**src/rtl/ddr3_host_port.sv**
```systemverilog
`default_nettype none
// ============================================================================
//  Module   : ddr3_host_port
//  Function : Client-side host port for a DDR3 controller: request capture,
//             write-burst buffering, command issue and read-return handling.
//  Revision : 1.0 - initial release
// ============================================================================
module ddr3_host_port #(
  parameter logic [2:0] NOP_CMD = 3'b000
) (
  input  logic        clk,
  input  logic        reset,
  // client request
  input  logic        req_valid,
  output logic        req_ready,
  input  logic [2:0]  req_cmd,
  input  logic [25:0] req_addr,
  input  logic [1:0]  req_sz,
  input  logic [2:0]  req_op,
  // client write data
  input  logic        wdata_valid,
  output logic        wdata_ready,
  input  logic [15:0] wdata,
  // client read response
  output logic        rsp_valid,
  input  logic        rsp_ready,
  output logic [15:0] rsp_data,
  output logic [25:0] rsp_addr,
  // controller command / write data
  output logic [2:0]  cmd,
  output logic [25:0] addr,
  output logic [1:0]  sz,
  output logic [2:0]  op,
  output logic [15:0] din,
  input  logic        ready,
  input  logic        notfull,
  input  logic [5:0]  fillcount,
  // controller return FIFO
  input  logic        validout,
  input  logic [15:0] dout,
  input  logic [25:0] raddr,
  output logic        read
);

  localparam logic [2:0] c_CMD_SCR = 3'd1;
  localparam logic [2:0] c_CMD_SCW = 3'd2;
  localparam logic [2:0] c_CMD_BLR = 3'd3;
  localparam logic [2:0] c_CMD_BLW = 3'd4;
  localparam logic [2:0] c_CMD_ATR = 3'd5;
  localparam logic [2:0] c_CMD_ATW = 3'd6;

  typedef enum logic [1:0] {
    S_IDLE    = 2'd0,
    S_COLLECT = 2'd1,
    S_ISSUE   = 2'd2,
    S_BURST   = 2'd3
  } state_t;

  state_t      r_state;
  state_t      w_state_nxt;

  logic [2:0]  r_req_cmd;
  logic [25:0] r_req_addr;
  logic [1:0]  r_req_sz;
  logic [2:0]  r_req_op;
  logic [4:0]  r_idx;
  logic [15:0] r_buf [0:31];

  logic [2:0]  r_cmd;
  logic [25:0] r_addr;
  logic [1:0]  r_sz;
  logic [2:0]  r_op;
  logic [15:0] r_din;

  logic        r_rsp_valid;
  logic [15:0] r_rsp_data;
  logic [25:0] r_rsp_addr;
  logic        r_read_d;

  logic        w_req_legal;
  logic        w_req_xfer;
  logic        w_collect_xfer;
  logic        w_fifo_room;
  logic        w_fifo_full;
  logic        w_last_idx;
  logic        w_is_read;
  logic        w_is_wsingle;
  logic        w_is_blw;
  logic        w_issue_rd;
  logic        w_issue_ws;
  logic        w_issue_blw;
  logic        w_issue;
  logic        w_req_ready;
  logic        w_wdata_ready;
  logic        w_pop;

  assign w_req_legal  = (req_cmd != 3'd0) && (req_cmd != 3'd7);
  assign w_fifo_full  = (fillcount == 6'd32);
  assign w_fifo_room  = (fillcount < 6'd32);
  // burst length is (sz+1)*8, so the last index is simply {sz, 3'b111}
  assign w_last_idx   = (r_idx == {r_req_sz, 3'b111});
  assign w_is_read    = (r_req_cmd == c_CMD_SCR) || (r_req_cmd == c_CMD_BLR);
  assign w_is_wsingle = (r_req_cmd == c_CMD_SCW) || (r_req_cmd == c_CMD_ATW) ||
                        (r_req_cmd == c_CMD_ATR);
  assign w_is_blw     = (r_req_cmd == c_CMD_BLW);

  always_comb begin
    w_state_nxt   = r_state;
    w_req_ready   = 1'b0;
    w_wdata_ready = 1'b0;
    w_issue_rd    = 1'b0;
    w_issue_ws    = 1'b0;
    w_issue_blw   = 1'b0;
    case (r_state)
      S_IDLE: begin
        w_req_ready = ready;
        if (req_valid && ready && w_req_legal)
          w_state_nxt = (req_cmd == c_CMD_BLW) ? S_COLLECT : S_ISSUE;
      end
      S_COLLECT: begin
        w_wdata_ready = 1'b1;
        if (wdata_valid && w_last_idx)
          w_state_nxt = S_ISSUE;
      end
      S_ISSUE: begin
        w_issue_rd    = w_is_read && notfull;
        w_issue_ws    = w_is_wsingle && notfull && w_fifo_room && wdata_valid;
        w_issue_blw   = w_is_blw && notfull && w_fifo_room;
        w_wdata_ready = w_issue_ws;
        if (w_issue_blw)
          w_state_nxt = S_BURST;
        else if (w_issue_rd || w_issue_ws)
          w_state_nxt = S_IDLE;
      end
      S_BURST: begin
        if (!w_fifo_full && w_last_idx)
          w_state_nxt = S_IDLE;
      end
      default: w_state_nxt = S_IDLE;
    endcase
    // client-facing strobes stay quiet for the whole reset cycle
    if (reset) begin
      w_req_ready   = 1'b0;
      w_wdata_ready = 1'b0;
      w_issue_rd    = 1'b0;
      w_issue_ws    = 1'b0;
      w_issue_blw   = 1'b0;
    end
  end

  assign w_issue        = w_issue_rd || w_issue_ws || w_issue_blw;
  assign w_req_xfer     = w_req_ready && req_valid && w_req_legal;
  assign w_collect_xfer = (r_state == S_COLLECT) && wdata_valid && !reset;

  always_ff @(posedge clk) begin
    if (reset)
      r_state <= S_IDLE;
    else
      r_state <= w_state_nxt;
  end

  always_ff @(posedge clk) begin
    if (w_collect_xfer)
      r_buf[r_idx] <= wdata;
  end

  always_ff @(posedge clk) begin
    if (reset) begin
      r_req_cmd  <= 3'd0;
      r_req_addr <= 26'd0;
      r_req_sz   <= 2'd0;
      r_req_op   <= 3'd0;
      r_idx      <= 5'd0;
      r_cmd      <= NOP_CMD;
      r_addr     <= 26'd0;
      r_sz       <= 2'd0;
      r_op       <= 3'd0;
      r_din      <= 16'd0;
    end else begin
      // default keeps every command strictly one cycle wide
      r_cmd <= NOP_CMD;
      if (w_req_xfer) begin
        r_req_cmd  <= req_cmd;
        r_req_addr <= req_addr;
        r_req_sz   <= req_sz;
        r_req_op   <= req_op;
        r_idx      <= 5'd0;
      end
      if (w_collect_xfer)
        r_idx <= r_idx + 5'd1;
      if (w_issue) begin
        r_cmd  <= r_req_cmd;
        r_addr <= r_req_addr;
        r_sz   <= r_req_sz;
        r_op   <= r_req_op;
      end
      if (w_issue_ws)
        r_din <= wdata;
      if (w_issue_blw) begin
        r_din <= r_buf[0];
        r_idx <= 5'd1;
      end
      // a full data FIFO re-presents the current word instead of advancing
      if (r_state == S_BURST) begin
        r_din <= r_buf[r_idx];
        if (!w_fifo_full && !w_last_idx)
          r_idx <= r_idx + 5'd1;
      end
    end
  end

  // validout is registered in the controller, so it is stale right after a pop
  assign w_pop = validout && !r_read_d && (!r_rsp_valid || rsp_ready) && !reset;

  always_ff @(posedge clk) begin
    if (reset) begin
      r_read_d    <= 1'b0;
      r_rsp_valid <= 1'b0;
      r_rsp_data  <= 16'd0;
      r_rsp_addr  <= 26'd0;
    end else begin
      r_read_d <= w_pop;
      if (w_pop) begin
        r_rsp_valid <= 1'b1;
        r_rsp_data  <= dout;
        r_rsp_addr  <= raddr;
      end else if (rsp_ready) begin
        r_rsp_valid <= 1'b0;
      end
    end
  end

  assign req_ready   = w_req_ready;
  assign wdata_ready = w_wdata_ready;
  assign cmd         = r_cmd;
  assign addr        = r_addr;
  assign sz          = r_sz;
  assign op          = r_op;
  assign din         = r_din;
  assign read        = w_pop;
  assign rsp_valid   = r_rsp_valid;
  assign rsp_data    = r_rsp_data;
  assign rsp_addr    = r_rsp_addr;

endmodule
`default_nettype wire

```
**config.mk**
```make
export PLATFORM = sky130hd
export DESIGN_NAME = ddr3_host_port
export DESIGN_NICKNAME = d
export VERILOG_FILES = /design/src/rtl/ddr3_host_port.sv
export SDC_FILE = /design/constraint.sdc
export NUM_CORES = 1
export LEC_CHECK = 0
export CAP_MARGIN = 25
export CORE_UTILIZATION = 30
export CTS_BUF_LIST = sky130_fd_sc_hd__clkbuf_8
export DETAILED_ROUTE_END_ITERATION = 12
export REMOVE_ABC_BUFFERS = 1
export SLEW_MARGIN = 20
export SYNTH_ARGS = -nofsm -noshare
export SYNTH_HDL_FRONTEND = slang
export SYNTH_SLANG_ARGS = --single-unit
```
**constraint.sdc**
```tcl
create_clock -name clk -period 3.5 [get_ports clk]
set_input_delay 0.7 -clock clk [delete_from_list [all_inputs] [get_ports clk]]
set_output_delay 0.7 -clock clk [all_outputs]
set_load 0.005 [all_outputs]
```
**Word-level counts from Yosys, hierarchy flattened**

Memories as Yosys holds them, arrays and structs flattened. A register that Yosys moved wholly into a read port is not among the register bits.
Cells that the tools add are included.

- Add/sub/neg operators: 1
- Multipliers: 0
- Divide/modulo/power cells: 0
- $lt $le $gt $ge: 1
- Eq/ne operators: 17
- Shifts and indexed selects: 0
- Muxes and demuxes: 30
- Bitwise gates (word level): 1
- Reduce and logical (&&, ||, !) cells: 37

Operators with widths:

| cell | count |
|---|---|
| $mux 16 | 3 |
| $mux 5 | 6 |
| $logic_and 1x1->1 | 19 |
| $mux 1 | 13 |
| $eq 3x3->1 const B | 4 |
| $mux 2 | 6 |
| $pmux 2 s4 | 1 |
| $logic_or 1x1->1 | 7 |
| $eq 3x2->1 const B | 2 |
| $eq 6x6->1 const B | 1 |
| $lt 6x6->1 const B | 1 |
| $ne 2x2->1 const B | 3 |
| $ne 3x3->1 const B | 2 |
| $reduce_bool 3->1 | 2 |
| $add 5x1->5 const B | 1 |
| $eq 5x5->1 | 1 |
| $logic_not 1->1 | 5 |
| $eq 2x2->1 const B | 2 |
| $reduce_and 4->1 | 1 |
| $eq 3x1->1 const B | 1 |
| $eq 2x1->1 const B | 1 |
| $logic_not 2->1 | 1 |
| $pmux 1 s2 | 1 |
| $reduce_bool 2->1 | 1 |
| other kinds (2) | 2 |

- Bits in registers: 135
- Bits in latches: 0
- Memory bits (writable): 512
- ROM bits: 0
- Bits of input ports: 106
- Output and inout bits: 96
- Logic and storage cells: 103
- Memories kept: 1

Memories:

| name | depth | bits a word | read ports | clocked after Yosys merged registers in | wr ports | RTL line | source |
|---|---|---|---|---|---|---|---|
| r_buf | 32 | 16 | 2 | 1 | 1 | 67 | `logic [15:0] r_buf [0:31];` |

**Depth between registers and ports, before layout**

- Word-level depth: 12
- Gate-level depth with buffers: 10
- Gate-level depth less buffers: 7

**Worst setup path after synthesis**

No wires, ideal clock.

- Kind: reg2reg
- From: reg r_idx[0]
- To: mem r_buf[28][0], enable pin
- Arrival: 2.359 ns
- Required time: 3.112 ns
- Setup slack: 0.753 ns
- Cell stages (with the launch flop): 11
- Cells stage by stage: dfxtp_1 -> buf_4 -> buf_6 -> buf_6 -> buf_6 -> buf_4 -> buf_4 -> inv_1 -> ha_1 -> nand2_1 -> nor2_1

RTL lines:

| item | RTL line | source |
|---|---|---|
| from (decl) | 66 | `logic [4:0] r_idx;` |
| from (signal assigned) | 190 | `r_idx <= r_idx + 5'd1;` |
| from (signal assigned) | 207 | `r_idx <= r_idx + 5'd1;` |
| to (decl) | 67 |  |

No word-level cell before the write port.

**Worst setup path in the final report**

- From: reg r_state[0]
- To: out wdata_ready

- Cells in the longest elaborated chain, start to end: 3
- Elaborated cells between the ends (all ways): 4

RTL lines:

| item | RTL line | source |
|---|---|---|
| from (decl) | 59 | `state_t r_state;` |
| from (signal assigned) | 159 | `r_state <= w_state_nxt;` |
| $eq 2x2->1 or $eq 2x1->1 (tied branches) | 114 | `case (r_state)` |
| $pmux 1 s2 (*) | 114 |  |
| $mux 1 (*) | 142 | `if (reset) begin` |
| to (decl) | 22 | `output logic wdata_ready,` |

Mark *: on every way between the ends. The rest lies on a longest branch, timed or not.

==> metrics.yaml <==
cts:
  clkSinkCount: 647
  cts_buffers: 101
  cts.reportedPaths.clkPinSlew_ps: 60
  cts-root-to-sink-buffers: 3
  clockRootBuffer: "sky130_fd_sc_hd__clkbuf_8"
  postCtsSetupRepairBufs: 0
  tritoncts: "built"
  clk-insertion-delay-late_ps: 710
  cts.htree.levels: 3
  cts_hold_repair.buffers: 0
layout:
  layout-area-overhead-vs-synth_pct: 22.9
  share_of_post_route_cells_with_drive_strength_above_1: 0.172
  multi_input_area_um2: 6530
  design.final.nets: 1997
  fill_cells: 7674
  reg_area_um2: 18100
  final_design_area_no_fill_um2: 30800
  num_antenna_cells: 0
power_and_ir_drop:
  seq_power_share: 0.524
  p_sw_frac: 0.237
  ir_drop_mv: 0.263
  pwr_dens_nw_per_um2: 529
  power.switching_uw: 3870
  power_frac_comb: 0.096
  power.share.clock: 0.380
  internal_power_uw: 12400
  p_leak_uw: 0.00991
synthesis:
  synth-seq-cells: 647
  post-synth-top-area-fraction: 0.613
  synth_area_in_xor_xnor: 0.000699
  synth_simple_gate_area_frac: 0.0695
  dominant_combinational_cell_family_by_area_after_synthesis: "multiplexers"
  synth.yosys.warnings: 0
  syn-cell-area_um2: 25100
  synth_flop_cell: "sky130_fd_sc_hd__edfxtp_1"
  yosys-top-cells-count: "sky130_fd_sc_hd__edfxtp_1, sky130_fd_sc_hd__nand2_1, sky130_fd_sc_hd__dfxtp_1"
  yosys.cell_count.top_type: "sky130_fd_sc_hd__edfxtp_1"
  synth-async-reset-ratio: 0
  number_of_flops_mapped_to_enable_cells_by_yosys: 512
  post_synth_num_cell_types: 61
  post-synth-top-area-cell: "sky130_fd_sc_hd__edfxtp_1"
  synth_compound_area_frac: 0.0605
  synth-seq-area-share: 0.721
  synth_top_cells_by_area: "sky130_fd_sc_hd__edfxtp_1, sky130_fd_sc_hd__dfxtp_1, sky130_fd_sc_hd__mux4_2"
  postSynthAreaPerCell_um2: 15.9
  yosys-mux-area-fraction: 0.124
  synthAdderAreaFrac: 0.00449
  postSynthCellCount: 1575
floorplanning:
  rows: 105
  core_region_area_um2: 82400
  dieHeight_um: 291
  initial_utilization: 0.304
  die-width_um: 291
  floorplan.io_pins: 202
  die_ar_um2: 84700
sta:
  timing.final.setup_violations: 0
  timing.fmax_mhz: 300
  worst-slew-pin-transition_ps: 1060
  grt_setup_unrepaired: "false"
  final.setup_skew_ps: 16.9
  timing_max_transition_violations_final: 0
  timing.final.crit_share: 0.954
  hold_slack_ps: 369
  hold_viol_final: 0
  max_slew_margin: 0.294
  final_critical_period_ps: 3340
routing:
  routed_wire_length_per_instance_um: 22.0
  wirelength_um: 66700
  postRouteAntennaNets: 0
  dr.pass1.iters: 5
  detail_route.drc_violations: 0
  via_count: 15100
  route.detailed.vias_per_inst: 4.97
  drt_first_iter_violations: 1211
flow_run:
  maxCapViolCount: 0
global_route:
  globalRouteOverflowTotal: 0
  antenna_violations_before_repair: 2
  first_global_vias: 15500
  track_usage: 0.156
  grt_start_max_net_pins: 53
  grt_first_pass_wirelength_um: 99200
setup_path:
  critPathCaptureType: "output pin"
  worst-endpoint-arrival_ps: 2640
  timing.critical_path.from_type: "register"
  critical_path_required_ps: 2800
  crit_path_max_fanout: 7
  criticalPathCategory: "register to output pin"
outcome:
  run_status: "finished clean"
place:
  place.port_buffers: 201
  place.gp.congestion: 0.827
  place.detailed.hpwl_um: 43700
  placement.cell_area_um2: 28800
hold_path:
  timing.hold.worst.class: "input port to register"
kinds of logic (layout without fill, tap and decap cells):
logic type | Yosys count | in the layout
multiplexers | 209 | 209
AND/OR/NAND/NOR | 384 | 384
adder cells (fa/ha/maj) | 9 | 9
XOR/XNOR | 2 | 2
AO/OA/AOI/OAI | 219 | 219
buffers and inverters | 105 | 496
flip-flops | 647 | 647
cell type report:
type | count | area share
Multi-Input combinational cell | 823 | 0.212
Clock buffer | 117 | 0.0523
Tap cell | 1070 | 0.0435
Sequential cell | 647 | 0.587
Clock inverter | 70 | 0.0121
Timing Repair Buffer | 300 | 0.0920
Inverter | 9 | 0.00110
state kept, by name (all words and copies together) (netlist names), 2 cells and up:
signal,flops
r_buf,512
din,16
rsp_data,16
op,3
cmd,3
rsp_addr,26
sz,2
r_state,2
r_req_op,3
r_req_addr,26
addr,26
r_req_sz,2
r_req_cmd,3
r_idx,5
per-stage QoR:
step,cells,total power (uW),setup TNS (ps),utilization,setup slack (ps)
after global placement,2848,10200,0,0.350,261
after CTS,3036,16500,0,0.374,28.8
after floorplan,1479,9790,-2671000,-,-5080
after detailed placement,2849,10300,0,0.350,215
final,3036,16300,0,0.374,162
after global routing,3036,16900,0,0.374,14.1
power by group through the flow:
stage | Sequential [uW] | Combinational (uW) | Clock [uW]
2_1_floorplan | 8830 | 958 | 0
3_3_place_gp | 8700 | 1550 | 0
3_5_place_dp | 8700 | 1580 | 0
4_1_cts | 8540 | 1580 | 6350
5_1_grt | 8550 | 1690 | 6690
6_report | 8540 | 1570 | 6200
worst max-delay path, stage by stage (launching register included):
cell and delay (ps):
sky130_fd_sc_hd__dfxtp_1 340, sky130_fd_sc_hd__inv_1 120, sky130_fd_sc_hd__ha_2 270, sky130_fd_sc_hd__nand2_1 180
sky130_fd_sc_hd__a2111oi_4 290, sky130_fd_sc_hd__o211a_1 190, sky130_fd_sc_hd__clkdlybuf4s50_1 550
metal layers:
layer / part of all wire / global-route usage / vias up
li1: - / - / 6710
met1: 0.43 / 0.206 / 7634
met2: 0.46 / 0.245 / 621
met3: 0.088 / 0.0457 / 111
met4: 0.025 / 0.0467 / 2
met5: 0.00021 / 0 / -
layout by cell type, fill, tap and decap left out, types with 13 or more instances in the layout:
cell / instances
sky130_fd_sc_hd__edfxtp_1: 512
sky130_fd_sc_hd__clkdlybuf4s50_1: 200
sky130_fd_sc_hd__nand2_1: 187
sky130_fd_sc_hd__dfxtp_1: 133
sky130_fd_sc_hd__mux2i_1: 128
sky130_fd_sc_hd__clkbuf_8: 117
sky130_fd_sc_hd__nor2_1: 100
sky130_fd_sc_hd__buf_4: 93
sky130_fd_sc_hd__mux4_2: 81
sky130_fd_sc_hd__a21oi_1: 53
sky130_fd_sc_hd__inv_1: 46
sky130_fd_sc_hd__o21ai_0: 36
sky130_fd_sc_hd__o22ai_1: 30
sky130_fd_sc_hd__a211oi_1: 20
sky130_fd_sc_hd__nor4_1: 19
sky130_fd_sc_hd__nor2b_1: 18
sky130_fd_sc_hd__clkinv_1: 16
sky130_fd_sc_hd__a211o_1: 15
sky130_fd_sc_hd__a22o_1: 13
worst paths after layout:
path                                                from                        to  slack, ps  cells after the start
worst min-delay path                               reset     addr[20]$_SDFFE_PP0P_        370                      2
worst max-delay path             r_state[0]$_SDFFE_PP0P_               wdata_ready        160                      6
worst max register to register       r_idx[3]$_SDFF_PP0_      din[11]$_SDFFE_PP0P_        670                      4
worst min register to register  rsp_addr[3]$_SDFFE_PP0P_  rsp_addr[3]$_SDFFE_PP0P_        460                      2
timing repair:
item,in CTS,in global routing
setup endpoints to repair,0,1
resized for setup,0,1
endpoints found under the hold margin,0,0
Note: power is estimated with default switching activity, not from simulation.
